===== src/rtl/control_unit.sv =====
// rtl/control_unit.sv - CDECV microsequencer driving xsrc/xdst/aluop/mem_we from I and SZCy
// Optional CU_SINGLE_STEP_EN adds a step input that gates each instruction start in F0.
module control_unit #(
    parameter logic [4:0] ALUOP_THRU = 5'h00,
    parameter logic [4:0] ALUOP_INC  = 5'h01,
    parameter logic [4:0] ALUOP_BASE = 5'h08
) (
    input  logic       clock,
    input  logic       reset,
    input  logic [7:0] I,
    input  logic [2:0] SZCy,
    output logic [2:0] xsrc,
    output logic [9:0] xdst,
    output logic [4:0] aluop,
    output logic       mem_we,
    output logic       halted,
`ifdef CU_SINGLE_STEP_EN
    output logic [3:0] dbg_state,
    input  logic       step
`else
    output logic [3:0] dbg_state
`endif
);

    typedef enum logic [3:0] {
        S_F0   = 4'd0,
        S_F1   = 4'd1,
        S_F2   = 4'd2,
        S_O0   = 4'd3,
        S_O1   = 4'd4,
        S_E0   = 4'd5,
        S_E1   = 4'd6,
        S_E2   = 4'd7,
        S_HALT = 4'd8
    } state_t;

    localparam logic [2:0] SRC_PC = 3'd0;
    localparam logic [2:0] SRC_A  = 3'd1;
    localparam logic [2:0] SRC_RD = 3'd4;
    localparam logic [2:0] SRC_R  = 3'd5;

    localparam logic [9:0] DST_PC  = 10'h001;
    localparam logic [9:0] DST_A   = 10'h002;
    localparam logic [9:0] DST_MA  = 10'h010;
    localparam logic [9:0] DST_WD  = 10'h020;
    localparam logic [9:0] DST_I   = 10'h040;
    localparam logic [9:0] DST_T   = 10'h080;
    localparam logic [9:0] DST_R   = 10'h100;
    localparam logic [9:0] DST_FLG = 10'h200;

    state_t state, state_nxt;

    logic go;
`ifdef CU_SINGLE_STEP_EN
    assign go = step;
`else
    assign go = 1'b1;
`endif

    // Instruction decode; illegal encodings fall through every class and run as NOP.
    logic op_halt, op_mov, op_alu, op_ld, op_st, op_jmp;
    logic needs_opnd, is_cmp, jmp_taken;
    logic [2:0] src_ss, src_st;
    logic [9:0] dst_dd;

    always_comb begin
        op_halt    = (I == 8'h01);
        op_mov     = (I[7:5] == 3'b001) && !I[4] && (I[3:2] != 2'b00);
        op_alu     = (I[7:5] == 3'b010);
        op_ld      = (I[7:4] == 4'b0110) && (I[3:2] != 2'b00) && (I[1:0] == 2'b00);
        op_st      = (I[7:4] == 4'b0111) && (I[3:2] != 2'b00) && (I[1:0] == 2'b00);
        op_jmp     = (I[7:5] == 3'b100) && (I[1:0] == 2'b00);
        needs_opnd = ((op_mov || op_alu) && (I[1:0] == 2'b00)) || op_ld || op_st || op_jmp;
        is_cmp     = (I[4:2] == 3'b111);
        // Register fields 01/10/11 map directly onto xsrc codes A/B/C.
        src_ss     = (I[1:0] == 2'b00) ? SRC_RD : {1'b0, I[1:0]};
        src_st     = {1'b0, I[3:2]};
        dst_dd     = 10'd1 << I[3:2];
        case (I[4:2])
            3'b001:  jmp_taken = SZCy[1];
            3'b010:  jmp_taken = !SZCy[1];
            3'b011:  jmp_taken = SZCy[0];
            3'b100:  jmp_taken = !SZCy[0];
            3'b101:  jmp_taken = SZCy[2];
            3'b110:  jmp_taken = !SZCy[2];
            default: jmp_taken = 1'b1;
        endcase
    end

    always_ff @(posedge clock) begin
        if (reset) begin
            state <= S_F0;
        end else begin
            state <= state_nxt;
        end
    end

    always_comb begin
        state_nxt = state;
        xsrc      = SRC_PC;
        xdst      = '0;
        aluop     = ALUOP_THRU;
        mem_we    = 1'b0;
        case (state)
            S_F0: begin
                if (go) begin
                    xdst      = DST_MA | DST_R;
                    aluop     = ALUOP_INC;
                    state_nxt = S_F1;
                end
            end
            S_F1: begin
                xsrc      = SRC_RD;
                xdst      = DST_I;
                state_nxt = S_F2;
            end
            S_F2: begin
                xsrc = SRC_R;
                xdst = DST_PC;
                if (op_halt)                  state_nxt = S_HALT;
                else if (needs_opnd)          state_nxt = S_O0;
                else if (op_mov || op_alu)    state_nxt = S_E0;
                else                          state_nxt = S_F0;
            end
            S_O0: begin
                xdst      = DST_MA | DST_R;
                aluop     = ALUOP_INC;
                state_nxt = S_O1;
            end
            S_O1: begin
                xsrc      = SRC_R;
                xdst      = DST_PC;
                state_nxt = (op_jmp && !jmp_taken) ? S_F0 : S_E0;
            end
            S_E0: begin
                state_nxt = S_F0;
                if (op_mov) begin
                    xsrc = src_ss;
                    xdst = dst_dd;
                end else if (op_alu) begin
                    xsrc      = src_ss;
                    xdst      = DST_T;
                    state_nxt = S_E1;
                end else if (op_ld || op_st) begin
                    xsrc      = SRC_RD;
                    xdst      = DST_MA;
                    state_nxt = S_E1;
                end else if (op_jmp) begin
                    xsrc = SRC_RD;
                    xdst = DST_PC;
                end
            end
            S_E1: begin
                state_nxt = S_F0;
                if (op_alu) begin
                    xsrc      = SRC_A;
                    xdst      = DST_R | DST_FLG;
                    aluop     = ALUOP_BASE + {2'b00, I[4:2]};
                    state_nxt = is_cmp ? S_F0 : S_E2;
                end else if (op_ld) begin
                    xsrc = SRC_RD;
                    xdst = dst_dd;
                end else if (op_st) begin
                    xsrc      = src_st;
                    xdst      = DST_WD;
                    state_nxt = S_E2;
                end
            end
            S_E2: begin
                state_nxt = S_F0;
                if (op_alu) begin
                    xsrc = SRC_R;
                    xdst = DST_A;
                end else if (op_st) begin
                    mem_we = 1'b1;
                end
            end
            S_HALT: state_nxt = S_HALT;
            default: state_nxt = S_F0;
        endcase
        // Reset masks every strobe in the same cycle so an abandoned instruction writes nothing.
        if (reset) begin
            xsrc   = SRC_PC;
            xdst   = '0;
            aluop  = ALUOP_THRU;
            mem_we = 1'b0;
        end
    end

    assign halted    = (state == S_HALT) && !reset;
    assign dbg_state = state;

endmodule


===== config.mk =====
export PLATFORM = sky130hd
export DESIGN_NAME = control_unit
export DESIGN_NICKNAME = d
export VERILOG_FILES = /design/src/rtl/control_unit.sv
export SDC_FILE = /design/constraint.sdc
export NUM_CORES = 1
export LEC_CHECK = 0
export ABC_CLOCK_PERIOD_IN_PS = 1300
export CAP_MARGIN = 5
export CORE_MARGIN = 5
export CORE_UTILIZATION = 40
export CTS_CLUSTER_DIAMETER = 200
export DETAILED_ROUTE_END_ITERATION = 6
export DONT_BUFFER_PORTS = 1
export PLACE_DENSITY = 0.59
export SYNTH_ARGS = -nofsm -noshare
export SYNTH_HDL_FRONTEND = slang
export SYNTH_SLANG_ARGS = --single-unit

===== constraint.sdc =====
create_clock -name clock -period 1.3 [get_ports clock]
set_input_delay 0.13 -clock clock [delete_from_list [all_inputs] [get_ports clock]]
set_output_delay 0.13 -clock clock [all_outputs]
set_load 0.03 [all_outputs]

==> flow_metrics.py <==
metrics = {
    "layout": {
        "ff_latch_area_um2": 95.1,
        "drive_gt1_share_pct": 62.5,
        "multi_input_area_um2": 1050,
        "diodes": 0,
        "final_cells": 203,
        "largest_reg_flops": 4,
        "finalInstanceArea_um2": 1690,
        "nFillCells": 109,
        "area_growth_pct": 98.4,
        "finalNetCount": 191,
    },
    "place": {
        "dp_slack_ns": -0.282,
        "hpwl_um": 2950,
        "placed_area_um2": 1490,
        "place_inst": 198,
        "gp_congestion": 0.917,
        "port-buffer-count": 0,
    },
    "global_routing": {
        "grt_pass1_vias": 1238,
        "overflow": 0,
        "grt_usage_pct": 23.8,
        "grt_max_degree": 14,
        "grt_pass1_wl_um": 6040,
        "antenna_found_initial": 0,
    },
    "timing": {
        "max_freq_mhz": 542,
        "finClkSkew_ns": 0.00838,
        "period_needed_ns": 1.85,
        "fin_crit_sh_pct": 142,
        "setup_slack_ns": -0.547,
        "hold_slack_ns": 0.0889,
        "hold_viol": 0,
        "setup_viol_count_final": 23,
        "rsz0062_at_grt": "true",
        "maxSlewViolCount": 0,
    },
    "routing": {
        "routed_wl_um": 4020,
        "first_pass_iters": 4,
        "wl_per_cell_um": 19.8,
        "dr.first_iter.drc_count": 75,
        "via_per_inst": 6.52,
        "met3_length_um": 429,
        "wl_met2_um": 1880,
        "wl_met1_um": 1530,
        "vias": 1324,
        "top_layer": "met4",
        "route.antenna.remaining_nets": 0,
        "remaining_drc_errors": 0,
    },
    "yosys": {
        "netlist_area_um2": 853,
        "synth_warnings": 0,
        "synth_seq_area_share_pct": 9.38,
        "synth_top_area_share_pct": 9.38,
        "async_flop_share_pct": 0,
        "synth_most_common_cell": "nand2_1",
        "avgSynthCellArea_um2": 6.32,
        "synth_area_leader_cell": "dfxtp_1",
        "synth.area.top_cells": "dfxtp_1 9.4%, a21oi_1 8.8%, nand2_1 7.5%",
        "synth_ff_type": "dfxtp_1",
        "synth_cells": 135,
        "synth_enable_flop_cells": 0,
        "ys_types": 49,
        "synth_commonest_cells": "17 x nand2_1, 16 x nor2_1, 15 x a21oi_1, 7 x a31oi_1, 7 x nor3_1",
        "synthesis.nets": 148,
        "ys_ff_latch": 4,
    },
    "critical_path": {
        "cp_num_buf_inv": 1,
        "endpoint_kind": "primary output",
        "crit_chain": "and4bb_2, nand3_4, a21boi_4, a31oi_2, nor3_4, buf_12",
        "path_max_fanout": 4,
        "crit_type": "reg2out",
        "crit_required_ns": 1.17,
        "start_kind": "flip-flop",
        "slowest_delay_ns": 0.35,
        "cp.arrival_ns": 1.72,
        "reg2reg_slack_ns": -0.15,
        "crit_family": "simple AND/OR/NAND/NOR gates",
        "slowest_stage": "dfxtp_4",
    },
    "clock_tree": {
        "h-tree-depth": 1,
        "clock_latency_ns": 0.25,
        "postCtsHoldBufs": 0,
        "cts.sinks": 4,
        "cts_root_buffer": "clkbuf_4",
        "clock_path_buffers": 2,
        "clk_pin_slew_ns": 0.04,
        "cts_buffers": 3,
        "cts_tree": "built",
    },
    "pwr": {
        "fin_total_pwr_uw": 840,
        "worst_ir_drop_vdd_v": 0.000493,
        "pwr-share-clk_pct": 19.2,
        "p_sw_share_pct": 43.2,
        "p_int_uw": 478,
        "pwr-share-comb_pct": 64.1,
        "pwr_density_cell_nw_per_um2": 496,
        "leakagePower_nw": 0.620,
        "power_frac_seq_pct": 16.8,
        "switchingPower_uw": 363,
    },
    "floorplanning": {
        "die_area_um2": 3160,
        "rows": 16,
        "die_x_um": 56.2,
        "core_area_um2": 2000,
        "die_h_um": 56.2,
        "start_util_pct": 42.6,
        "pin_count": 37,
    },
    "flow_run": {
        "cap_viol_max_count": 0,
    },
    "hold_path": {
        "min_path_type": "in2reg",
    },
    "status": {
        "violations": "negative setup slack",
        "outcome": "finished with violations",
    },
}
metrics by stage:
step	util, %	setup TNS (ns)
after detailed placement	74.5	-4.26
after global placement	74.5	-3.61
after CTS	82.4	-7.10
after floorplan	-	-2.34
after global routing	84.6	-8.40
final	84.6	-7.45
path summary, 6_finish.rpt:
| kind | from | to | cells after the start |
|---|---|---|---|
| setup reg to reg | dbg_state[3] | dbg_state[1] | 7 |
| hold / removal | reset | dbg_state[0] | 2 |
| setup / recovery | dbg_state[0] | xdst[1] | 6 |
| hold reg to reg | dbg_state[1] | dbg_state[0] | 3 |
kinds of logic after synthesis:
family | count (synthesis) | synth area share (%)
AOI/OAI and AO/OA | 44 | 33.6
xor gates and xnor gates | 1 | 1.03
buffers and inverters | 16 | 9.24
DFF | 4 | 9.38
other | 1 | 0.439
and+or+nand+nor | 69 | 46.3
repair_timing:
item	CTS	global route
buffers inserted	2	0
endpoints found under the hold margin	0	0
pin swaps	17	7
gates resized for setup	30	8
setup endpoints to repair	23	23
gates cloned	0	0
routing by layer:
metal | vias to the layer above | track usage [%]
li1 | 590 | -
met1 | 609 | 29.8
met2 | 105 | 40.2
met3 | 20 | 4.18
met4 | 0 | 8.47
met5 | - | 0
power groups by stage:
stage,sequential [mW],clock (mW),combinational (mW)
after global routing,0.142,0.166,0.561
after detailed placement,0.141,0,0.449
final,0.141,0.161,0.538
after CTS,0.140,0.159,0.511
after global placement,0.140,0,0.442
after floorplan,0.153,0,0.329
area by class of cell:
| class | count | share of cell area [%] |
|---|---|---|
| tap | 27 | 2.00 |
| sequential | 4 | 5.62 |
| multi-input combinational | 115 | 62.3 |
| inverter | 4 | 0.887 |
| timing repair buffer | 50 | 27.9 |
| clock buffer | 3 | 1.33 |
cells in the final DEF, fill, tap and decap left out, drive strengths merged, types with 3 or more instances in the layout:
master	n
buf	50
nand2	17
nor2	16
a21oi	15
a31oi	7
nor3	7
o21ai	5
dfxtp	4
inv	4
nor2b	3
nand4	3
nor4	3
clkbuf	3
nand3	3
nor4b	3
(Power assumes the default switching activity.)
